## src/rtl/shiftreg_ctrl.sv

```systemverilog
// Serial-to-parallel shift register with valid/ready handshakes, sticky overflow and optional even parity.
// Optional parity bit per word enabled by defining SHIFTREG_CTRL_PARITY_EN.
module shiftreg_ctrl #(
  parameter int DW = 8
) (
  input  logic                     clk,
  input  logic                     rst,
  input  logic                     in_valid,
  input  logic                     in,
  output logic                     in_ready,
  output logic                     out_valid,
  input  logic                     out_ready,
  output logic [DW-1:0]            out,
  output logic [$clog2(DW+2)-1:0]  count,
  output logic                     overflow,
  output logic                     perr
);

  localparam int CW = $clog2(DW+2);
  localparam logic [CW-1:0] LAST_DATA = CW'(DW - 1);

  typedef enum logic [1:0] {IDLE, SHIFT, PAR, FULL} state_t;

  state_t          state_q, state_d;
  logic [DW-1:0]   sr_q, sr_d;
  logic [CW-1:0]   cnt_q, cnt_d;
  logic            ovf_q, ovf_d;
  logic            accept;
  logic            handoff;

  assign in_ready  = (state_q != FULL) || out_ready;
  assign accept    = in_valid && in_ready;
  assign handoff   = (state_q == FULL) && out_ready;
  assign out_valid = (state_q == FULL);
  assign out       = sr_q;
  assign count     = cnt_q;
  assign overflow  = ovf_q;

`ifdef SHIFTREG_CTRL_PARITY_EN
  logic perr_q, perr_d;
  assign perr = perr_q;
`else
  assign perr = 1'b0;
`endif

  always_comb begin
    state_d = state_q;
    sr_d    = sr_q;
    cnt_d   = cnt_q;
    ovf_d   = ovf_q || (in_valid && !in_ready);
`ifdef SHIFTREG_CTRL_PARITY_EN
    perr_d  = perr_q;
`endif
    case (state_q)
      IDLE: begin
        if (accept) begin
          sr_d    = {sr_q[DW-2:0], in};
          cnt_d   = CW'(1);
          state_d = SHIFT;
        end
      end
      SHIFT: begin
        if (accept) begin
          sr_d  = {sr_q[DW-2:0], in};
          cnt_d = cnt_q + CW'(1);
          if (cnt_q == LAST_DATA) begin
`ifdef SHIFTREG_CTRL_PARITY_EN
            state_d = PAR;
`else
            state_d = FULL;
`endif
          end
        end
      end
      PAR: begin
`ifdef SHIFTREG_CTRL_PARITY_EN
        // Parity bit is checked against the held data but never enters the word.
        if (accept) begin
          cnt_d   = cnt_q + CW'(1);
          perr_d  = (^sr_q) ^ in;
          state_d = FULL;
        end
`else
        state_d = IDLE;
`endif
      end
      FULL: begin
        if (handoff) begin
`ifdef SHIFTREG_CTRL_PARITY_EN
          perr_d = 1'b0;
`endif
          // A bit accepted during handoff starts the next word immediately.
          if (accept) begin
            sr_d    = {sr_q[DW-2:0], in};
            cnt_d   = CW'(1);
            state_d = SHIFT;
          end else begin
            cnt_d   = '0;
            state_d = IDLE;
          end
        end
      end
      default: state_d = IDLE;
    endcase
  end

  always_ff @(posedge clk) begin
    if (rst) begin
      state_q <= IDLE;
      sr_q    <= '0;
      cnt_q   <= '0;
      ovf_q   <= 1'b0;
`ifdef SHIFTREG_CTRL_PARITY_EN
      perr_q  <= 1'b0;
`endif
    end else begin
      state_q <= state_d;
      sr_q    <= sr_d;
      cnt_q   <= cnt_d;
      ovf_q   <= ovf_d;
`ifdef SHIFTREG_CTRL_PARITY_EN
      perr_q  <= perr_d;
`endif
    end
  end

endmodule

```

## config.mk

```make
export PLATFORM = sky130hd
export DESIGN_NAME = shiftreg_ctrl
export DESIGN_NICKNAME = d
export VERILOG_FILES = /design/src/rtl/shiftreg_ctrl.sv
export SDC_FILE = /design/constraint.sdc
export NUM_CORES = 1
export LEC_CHECK = 0
export BUFFER_PORTS_ARGS = -buffer_cell sky130_fd_sc_hd__clkbuf_2
export CORE_UTILIZATION = 51
export DETAILED_ROUTE_END_ITERATION = 6
export PLACE_DENSITY = 0.8
export SLEW_MARGIN = 20
export SYNTH_ARGS = -nofsm -noshare
export SYNTH_HDL_FRONTEND = slang
export SYNTH_SLANG_ARGS = --single-unit
```

## constraint.sdc

```tcl
create_clock -name clk -period 1.9 [get_ports clk]
set_input_delay 0.285 -clock clk [delete_from_list [all_inputs] [get_ports clk]]
set_output_delay 0.285 -clock clk [all_outputs]
set_load 0.05 [all_outputs]
```

Word level (Yosys, flattened, before mapping)
Index checks and enable logic that the tools add are counted.
{"block": "totals", "ff_bits": 15, "in_bits": 5, "output_inout_bits": 16}
{"block": "op_classes", "n_mux": 14, "eq_ne": 9, "n_addsub": 1, "n_reduce_logical": 13}
{"op": "8-bit two-way mux", "n": 2}
{"op": "8-bit one-hot mux with 2 select lines", "n": 1}
{"op": "4-bit two-way mux", "n": 3}
{"op": "4-bit one-hot mux with 3 select lines", "n": 1}
{"op": "2-bit two-way mux", "n": 4}
{"op": "2-bit != test, second input constant", "n": 4}
{"op": "2-bit one-hot mux with 4 select lines", "n": 1}
{"op": "4-bit AND reduction", "n": 2}
{"op": "4-bit by 1-bit adder with 4-bit output, second input constant", "n": 1}
{"op": "2-bit equality test, second input constant", "n": 2}
{"op": "4-bit by 3-bit equality test with 1-bit output, second input constant", "n": 1}
{"op": "1-bit logical AND", "n": 3}
{"op": "3-bit nonzero test", "n": 1}
{"op": "2-bit by 1-bit equality test with 1-bit output, second input constant", "n": 1}
{"op": "2-bit logical NOT", "n": 1}
{"op": "1-bit logical OR", "n": 2}
{"op": "1-bit two-way mux", "n": 2}
{"op": "2-bit by 1-bit != test with 1-bit output, second input constant", "n": 1}
{"op": "2-bit AND reduction", "n": 1}
{"op": "2-bit nonzero test", "n": 1}
{"op": "2-bit OR reduction", "n": 1}
{"op": "1-bit logical NOT", "n": 1}

Longest topological paths before layout
Gate-level depths: netlist of the first run.
{"block": "depth", "ltp_word": 6, "mapped_depth": 5, "mapped_depth_nobuf": 4}

Least setup slack after synthesis of the first run
No wires, ideal clock.
{"block": "synth_timing", "path_type": "reg-to-output", "startpoint": "reg state_q[1]", "endpoint": "out in_ready", "stages_incl_launch_ff": 4, "setup_slack_ns": 0.260, "n_path_buf": 1, "t_arrival_ns": 1.355, "t_required_ns": 1.615, "path_cell_list": "dfxtp_1 clkbuf_2 and2_1 nand2_1"}
{"block": "synth_via", "elab_chain_len": 2}
{"item": "start: declaration", "line": "24", "text": "state_t state_q, state_d;"}
{"item": "start signal: assignment", "line": "117", "text": "state_q <= state_d;"}
{"item": "2-bit != test", "line": "31", "text": "assign in_ready = (state_q != FULL) || out_ready;"}
{"item": "1-bit logical OR", "line": "31"}
{"item": "end: declaration", "line": "10", "text": "output logic in_ready,"}
No other way between the ends.

Worst setup path after layout of the first run
Ends and elaborated chain as after synthesis.

==> results.py, run 1 <==
metrics = {
    "critical_path": {
        "crit_slowest_cell": "dfxtp_1",
        "path_buf_inv": 1,
        "worstPathMaxFanout": 10,
        "startpoint_type": "flip-flop",
        "cp.required_ns": 1.62,
        "crit_type": "flip-flop to output port",
        "end_kind": "output port",
        "slowest_delay_ns": 0.49,
        "cp_data_arrival_time_ns": 1.27,
        "crit_chain": "and2_1 -> nand2_1 -> clkbuf_2",
        "crit_family": "flip-flops",
    },
    "timing": {
        "max_clock_freq_mhz": 642,
        "worst_pin_slew_ns": 0.513,
        "hold_viol_final": 0,
        "setup_viol": 0,
        "slew_viol_final": 0,
        "finalWorstSetupSlack_ns": 0.342,
        "tns_ns": 0,
        "final.period_utilization": 0.820,
        "finalClockSkew_ns": 0.00617,
        "finalCriticalPeriod_ns": 1.56,
        "rsz0062_at_grt": "no",
        "fin_hold_ws_ns": 0.244,
        "slew_headroom": 0.657,
    },
    "floorplan": {
        "fp.dieH_um": 38.5,
        "floorplan.initialDensity": 0.579,
        "core_um2": 1170,
        "io_pins": 21,
        "die_x_um": 38.5,
        "dieArea_um2": 1480,
        "row_count": 12,
    },
    "clock_network": {
        "clock_sinks": 15,
        "cts_root_buf": "clkbuf_4",
        "clockBufferDepth": 2,
        "ctsResizeCount": 0,
        "htree_levels": 1,
        "clock_latency_ns": 0.27,
        "path_clk_slew_ns": 0.09,
        "cts-hold-fix-buffers": 0,
        "post_cts_buffers": 0,
        "cts_tree": "done",
        "cts_buffers": 3,
    },
    "route": {
        "drc": 0,
        "vias_per_cell": 5.82,
        "post_drt_wl_per_cell_um": 12.0,
        "highest_layer": "met4",
        "wl_met1_um": 675,
        "totalWireLength_um": 1330,
        "first_pass_iters": 4,
        "vias": 646,
        "wl_met3_um": 73,
        "met2WireLength_um": 574,
        "ant_nets": 0,
        "drtIter0Drc": 14,
    },
    "synthesis": {
        "syn_inst": 80,
        "ys_types": 28,
        "syn_area_um2": 678,
        "synth_edf_count": 0,
        "async_reset_ff_frac": 0,
        "ys_warn_count": 0,
        "ys.flop_type": "dfxtp_1",
        "avgSynthCellArea_um2": 8.48,
        "seq_area_frac_synth": 0.443,
        "ys_seq_elements": 15,
        "synth_nets": 86,
    },
    "run_status": {
        "outcome": "finished clean",
    },
    "layout": {
        "area_growth_pct": 15.5,
        "antenna_cells": 0,
        "fill_cells": 104,
        "drive_gt1_frac": 0.278,
        "multiInputGateArea_um2": 335,
        "regArea_um2": 300,
        "finish.instance_area_um2": 783,
        "final_net_count": 104,
    },
    "min_path": {
        "min-delay-path-class": "input pin to flip-flop",
    },
    "power_and_ir_drop": {
        "peakVddDrop_uv": 467,
        "p_total_uw": 558,
        "p_per_area_nw_per_um2": 713,
        "leakage_nw": 0.322,
    },
    "job": {
        "cap_violations": 0,
    },
    "placed_design": {
        "io_buffers": 19,
        "placed_cell_area_um2": 756,
        "place.gp.congestion": 0.716,
        "dp.final_hpwl_um": 917,
        "pre_cts_ws_ns": 0.444,
    },
    "global_route": {
        "grt_usage": 0.209,
        "grt_max_degree": 17,
        "grt_pass1_vias": 512,
        "grt-ovfl-total": 0,
        "grt_first_pass_wirelength_um": 2130,
        "antenna_found_initial": 0,
    },
}
## sequential cells by signal, summed over array words and instances, names as in the netlist
signal and cells:
count 4, out 8, overflow 1, state_q 2
## cells in the mapped netlist (2+ instances only)
master | count | share of area
a21oi_1 | 11 | 0.081
a31oi_1 | 2 | 0.018
clkbuf_1 | 3 | 0.017
dfxtp_1 | 15 | 0.44
nand3_1 | 15 | 0.11
nand4b_1 | 2 | 0.026
nor2_1 | 2 | 0.011
o21ai_0 | 10 | 0.074
## path summary, 6_finish.rpt
check	from	endpoint	slack, ns	cells after the start
worst max-delay path	state_q[1]$_SDFFE_PP0P_	in_ready	0.34	3
worst min-delay path	in	out[0]$_SDFFE_PP0P_	0.24	3
worst max register to register	state_q[0]$_SDFFE_PP0P_	count[3]$_SDFFE_PP0P_	0.50	3
worst min register to register	overflow$_SDFF_PP0_	overflow$_SDFF_PP0_	0.47	2
## tightest hold or removal path, cell delays in order
cell and delay (ns):
clkbuf_2 0.08, nand3_1 0.05, a21oi_1 0.06
## logic make-up after synthesis
family,share of synthesized area
AOI/OAI and AO/OA,0.238
adders and majority gates,0.0184
buffers and inverters,0.0627
DFF,0.443
other,0.00553
and+or+nand+nor,0.233
## cell type report
cell class,count,share of cell area
clock buffers,3,0.0288
clock inverters,1,0.00639
inverters,2,0.00958
multi-input cells,57,0.428
flip-flops and latches,15,0.383
well taps,14,0.0224
repair buffers,19,0.121
## per-layer routing
metal,vias to the layer above,GRT usage
li1,326,-
met1,297,0.289
met2,21,0.314
met3,2,0.0349
met4,0,0.103
met5,-,0
## placed cells by master, fill, tap and decap left out
cell type	instances
a211o_2	1
a211oi_1	1
a21bo_2	1
a21boi_1	1
a21oi_1	11
a2bb2oi_1	1
a31oi_1	2
and2_1	1
and3b_1	1
clkbuf_2	19
clkbuf_4	3
clkinv_2	1
conb_1	1
dfxtp_1	15
ha_1	1
inv_1	1
inv_2	1
nand2_1	1
nand2b_1	1
nand3_1	15
nand4b_1	2
nor2_1	2
nor2b_1	1
nor2b_2	1
nor3b_1	1
o21ai_0	10
or4b_1	1
## per-stage QoR
step           cells   util
2_1_floorplan     80      -
3_3_place_gp     107  0.645
3_5_place_dp     107  0.645
4_1_cts          111  0.669
5_1_grt          111  0.669
6_report         111  0.669
## power by group
part / switching [mW] / internal, mW
clock: 0.0969 / 0.0778
combinational: 0.0424 / 0.0140
sequential: 0.00683 / 0.320
(Power assumes the default switching activity.)
==> run 2: changes to the inputs <==
--- a/config.mk
+++ b/config.mk
@@ -6,9 +6,9 @@
 export NUM_CORES = 1
 export LEC_CHECK = 0
 export BUFFER_PORTS_ARGS = -buffer_cell sky130_fd_sc_hd__clkbuf_2
-export CORE_UTILIZATION = 51
+export CORE_UTILIZATION = 43
 export DETAILED_ROUTE_END_ITERATION = 6
-export PLACE_DENSITY = 0.8
+export PLACE_DENSITY = 0.72
 export SLEW_MARGIN = 20
 export SYNTH_ARGS = -nofsm -noshare
 export SYNTH_HDL_FRONTEND = slang
==> constraint.sdc (replaced) <==
create_clock -name clk -period 1.3 [get_ports clk]
set_input_delay 0.195 -clock clk [delete_from_list [all_inputs] [get_ports clk]]
set_output_delay 0.195 -clock clk [all_outputs]
set_load 0.05 [all_outputs]
==> run 2 against run 1 <==
  * Wire length is 9.1% higher
  * Setup slack worse by 0.27 ns
  * Combinational power rose by 71%
  * Critical path type unchanged
  * Core utilization shrank 5.4 points
  * Worst hold slack worse by 0.090 ns
  * Clock skew about the same
==> results.py, run 2 (same netlist as run 1, synthesis figures left out) <==
metrics = {
    "run_status": {
        "outcome": "finished clean",
    },
    "global_route": {
        "grt_pass1_vias": 511,
        "grt_usage": 0.166,
        "antenna_found_initial": 0,
        "grt-ovfl-total": 0,
        "grt_first_pass_wirelength_um": 2230,
        "grt_max_degree": 16,
    },
    "power_and_ir_drop": {
        "leakage_nw": 0.354,
        "p_per_area_nw_per_um2": 973,
        "peakVddDrop_uv": 743,
    },
    "min_path": {
        "hold_start": "in",
        "min-delay-path-class": "input pin to flip-flop",
    },
    "clock_network": {
        "cts-hold-fix-buffers": 0,
        "clockBufferDepth": 2,
        "cts_root_buf": "clkbuf_4",
        "clock_sinks": 15,
        "path_clk_slew_ns": 0.09,
        "htree_levels": 1,
        "clock_latency_ns": 0.28,
        "cts_buffers": 3,
        "cts_tree": "done",
    },
    "layout": {
        "layout_commonest_cell": "clkbuf_2",
        "largest_reg_flops": 8,
        "finish.instance_area_um2": 850,
        "final_cell_mix": "18 x clkbuf_2, 15 x nand3_1, 11 x a21oi_1",
        "drive_gt1_frac": 0.373,
        "final_net_count": 109,
        "antenna_cells": 0,
        "area_growth_pct": 25.3,
    },
    "route": {
        "ant_nets": 0,
        "vias": 670,
        "drc": 0,
        "first_pass_iters": 4,
        "vias_per_cell": 5.73,
        "post_drt_wl_per_cell_um": 12.4,
        "drtIter0Drc": 12,
        "totalWireLength_um": 1460,
    },
    "placed_design": {
        "dp.final_hpwl_um": 1010,
        "io_buffers": 19,
        "place.gp.congestion": 0.761,
        "placed_cell_area_um2": 800,
    },
    "timing": {
        "slew_viol_final": 0,
        "hold_viol_final": 0,
        "max_clock_freq_mhz": 816,
        "finalCriticalPeriod_ns": 1.23,
        "final.period_utilization": 0.943,
        "tns_ns": 0,
        "rsz0062_at_grt": "no",
        "finalClockSkew_ns": 0.00654,
        "setup_viol": 0,
    },
    "floorplan": {
        "core_um2": 1380,
        "fp.dieH_um": 41.7,
        "floorplan.initialDensity": 0.490,
        "die_x_um": 41.7,
        "io_pins": 21,
        "dieArea_um2": 1740,
        "row_count": 13,
    },
    "job": {
        "cap_violations": 0,
    },
    "critical_path": {
        "worstPathMaxFanout": 6,
        "critPathLaunch": "state_q[1]$_SDFFE_PP0P_",
        "end_kind": "output port",
        "cp_data_arrival_time_ns": 1.03,
        "startpoint_type": "flip-flop",
        "crit_type": "flip-flop to output port",
        "cp.required_ns": 1.11,
        "rr_startpoint": "state_q[0]$_SDFFE_PP0P_",
    },
}
==> run 2: cell types whose count changed in the layout (fill, tap and decap cells not counted), sizes merged <==
cell    before  now
clkinv       1    0
clkbuf      22   23
buf          0    5
==> run 2: timing repair <==
action                     in CTS  in global routing
buffers inserted                0                  1
setup endpoints to repair       2                  2
gates resized for setup         5                  3
==> run 2: worst paths after layout <==
check / slack [ns] / cells past startpoint / endpoint
worst max-delay path: 0.07 / 2 / out_valid
worst min-delay path: 0.15 / 3 / out[0]$_SDFFE_PP0P_
worst max register to register: 0.12 / 3 / count[3]$_SDFFE_PP0P_
worst min register to register: 0.48 / 2 / overflow$_SDFF_PP0_
==> run 2: area by class of cell <==
cell class | count | area [um2]
inverters | 2 | 7.51
repair buffers | 24 | 143
flip-flops and latches | 15 | 314
multi-input cells | 57 | 340
fillers | 132 | 533
well taps | 15 | 18.8
clock buffers | 4 | 26.3
==> run 2: critical path, cell delays in order, from the launching register on <==
cell,delay [ns]
dfxtp_4,0.38
and2_4,0.15
clkbuf_4,0.22
==> run 2: stage by stage <==
step,hold WS [ns],total power [mW],setup slack (ns),utilization,instances
detailed placement,0.449,0.580,0.0960,0.578,112
global placement,0.438,0.579,0.131,0.578,112
CTS,0.141,0.840,0.00730,0.608,116
floorplan,0.254,0.552,0.00791,-,80
global route,0.159,0.873,0.0242,0.614,117
finish,0.154,0.827,0.0738,0.614,117
==> run 2: per-layer routing <==
metal,routed length [um],up-vias,global-route usage
met5,0,-,0
met4,9,0,0.0387
met3,87,2,0.0783
met2,659,22,0.241
met1,698,311,0.223
li1,-,335,-
==> run 2: report_power, final <==
part,switching [mW],internal [mW]
combinational,0.0683,0.0279
clock,0.139,0.119
sequential,0.00826,0.464
total,0.216,0.611
==> run 3: changes to the inputs <==
--- a/config.mk
+++ b/config.mk
@@ -6,9 +6,10 @@
 export NUM_CORES = 1
 export LEC_CHECK = 0
 export BUFFER_PORTS_ARGS = -buffer_cell sky130_fd_sc_hd__clkbuf_2
-export CORE_UTILIZATION = 43
+export CORE_UTILIZATION = 47
 export DETAILED_ROUTE_END_ITERATION = 6
-export PLACE_DENSITY = 0.72
+export GPL_TIMING_DRIVEN = 0
+export PLACE_DENSITY = 0.74
 export SLEW_MARGIN = 20
 export SYNTH_ARGS = -nofsm -noshare
 export SYNTH_HDL_FRONTEND = slang
==> constraint.sdc (replaced) <==
create_clock -name clk -period 1.26 [get_ports clk]
set_input_delay 0.189 -clock clk [delete_from_list [all_inputs] [get_ports clk]]
set_output_delay 0.189 -clock clk [all_outputs]
set_load 0.05 [all_outputs]
==> run 3 against run 2 <==
  * The flow now finishes with violations (setup timing)
  * Register-to-register slack worse by 0.16 ns
  * Setup slack worse by 0.14 ns
  * Clock power is 10% higher
  * Global-route usage is 4.2 points higher
  * Worst hold slack worse by 0.022 ns
  * Critical path depth is 2 higher
  * Core utilization is 6.5 points higher
  * Largest cell class unchanged
  * Sequential power is 3% higher
  * Die area is 8.1% lower
==> results.py, run 3 (same netlist as run 1, synthesis figures left out) <==
metrics = {
    "run_status": {
        "outcome": "finished with violations",
        "violations": "setup timing",
    },
    "route": {
        "ant_nets": 0,
        "drtIter0Drc": 22,
        "vias_per_cell": 5.73,
        "post_drt_wl_per_cell_um": 12.6,
        "totalWireLength_um": 1510,
        "drc": 0,
        "first_pass_iters": 4,
        "vias": 688,
    },
    "floorplan": {
        "core_um2": 1320,
        "dieArea_um2": 1600,
        "die_x_um": 40.0,
        "fp.dieH_um": 40.0,
        "floorplan.initialDensity": 0.515,
        "io_pins": 21,
        "row_count": 13,
    },
    "clock_network": {
        "clock_latency_ns": 0.29,
        "cts_buffers": 3,
        "cts_tree": "done",
        "clock_sinks": 15,
        "htree_levels": 1,
        "clockBufferDepth": 2,
        "cts-hold-fix-buffers": 0,
        "path_clk_slew_ns": 0.10,
        "cts_root_buf": "clkbuf_4",
    },
    "timing": {
        "rsz0062_at_grt": "yes",
        "setup_viol": 3,
        "max_clock_freq_mhz": 755,
        "finalClockSkew_ns": 0.0142,
        "finalWorstSetupSlack_ns": -0.0653,
        "finalCriticalPeriod_ns": 1.33,
        "fin_hold_ws_ns": 0.132,
        "hold_viol_final": 0,
        "final.period_utilization": 1.05,
        "slew_viol_final": 0,
    },
    "critical_path": {
        "cp_data_arrival_time_ns": 1.14,
        "r2r_slack_ns": -0.04,
        "startpoint_type": "flip-flop",
        "cp.required_ns": 1.07,
        "crit_type": "flip-flop to output port",
        "worstPathMaxFanout": 9,
        "end_kind": "output port",
    },
    "power_and_ir_drop": {
        "peakVddDrop_uv": 662,
        "p_total_uw": 880,
        "leakage_nw": 0.371,
        "p_per_area_nw_per_um2": 982,
    },
    "global_route": {
        "grt_use_met2": 0.302,
        "antenna_found_initial": 0,
        "grtUsageMet1": 0.274,
        "grt_usage": 0.208,
        "grt_max_degree": 11,
        "grt-ovfl-total": 0,
        "globalRouteMet3Util": 0.0333,
        "grt-busiest-layer": "met2",
        "grt_first_pass_wirelength_um": 2160,
        "grt_pass1_vias": 510,
    },
    "placed_design": {
        "io_buffers": 19,
        "place.gp.congestion": 0.751,
        "placed_cell_area_um2": 808,
        "pre_cts_ws_ns": -0.117,
        "dp.final_hpwl_um": 989,
    },
    "layout": {
        "area_growth_pct": 32.1,
        "largest_reg_flops": 8,
        "finish.instance_area_um2": 896,
        "final_cell_mix": "17 x clkbuf_2, 15 x nand3_1, 11 x a21oi_1",
        "layout_commonest_cell": "clkbuf_2",
        "drive_gt1_frac": 0.390,
        "antenna_cells": 0,
        "final_net_count": 112,
        "fill_cells": 126,
    },
    "job": {
        "cap_violations": 0,
    },
    "min_path": {
        "min-delay-path-class": "input pin to flip-flop",
    },
}
run 3: layout make-up:
class                      instances  area (um2)  share of cell area
multi-input combinational         57         349               0.390
sequential                        15         315               0.352
timing repair buffer              23         151               0.169
buffer                             4        26.3              0.0293
clock buffer                       3        22.5              0.0251
tap                               15        18.8              0.0209
inverter                           2        7.51             0.00838
clock inverter                     1        5.00             0.00559
run 3: critical path: stages, from the launching register on:
cell and delay [ns]:
dfxtp_2 0.33, buf_6 0.13, and2_4 0.17, nand2_2 0.07, buf_8 0.14
run 3: power breakdown:
part | internal [mW] | leakage, nW | total [mW] | switching [mW]
clock | 0.118 | 0.0177 | 0.284 | 0.166
combinational | 0.0354 | 0.229 | 0.109 | 0.0738
sequential | 0.479 | 0.125 | 0.486 | 0.00719
total | 0.633 | 0.371 | 0.880 | 0.247
run 3: final timing paths:
path / startpoint / cells past startpoint / end
hold reg to reg: overflow$_SDFF_PP0_ / 2 / overflow$_SDFF_PP0_
setup reg to reg: state_q[0]$_SDFFE_PP0P_ / 4 / count[3]$_SDFFE_PP0P_
setup / recovery: state_q[0]$_SDFFE_PP0P_ / 4 / in_ready
hold / removal: in / 3 / out[0]$_SDFFE_PP0P_
run 3: timing repair:
action | 4_1_cts | 5_1_grt
setup endpoints to repair | 12 | 11
resized for setup | 11 | 2
buffers inserted | 2 | 2
pin swaps | 1 | 2
run 3: routing by layer:
layer	part of all wire	routed length, um
met1	0.47	713
met2	0.46	699
met3	0.048	72
met4	0.014	21
met5	0	0
run 3: through the flow:
step                std cells  setup TNS (ns)   util
floorplan                  80               0      -
global placement          114          -0.912  0.613
detailed placement        114          -0.940  0.613
CTS                       120          -0.201  0.677
global route              120          -0.192  0.680
finish                    120          -0.118  0.680
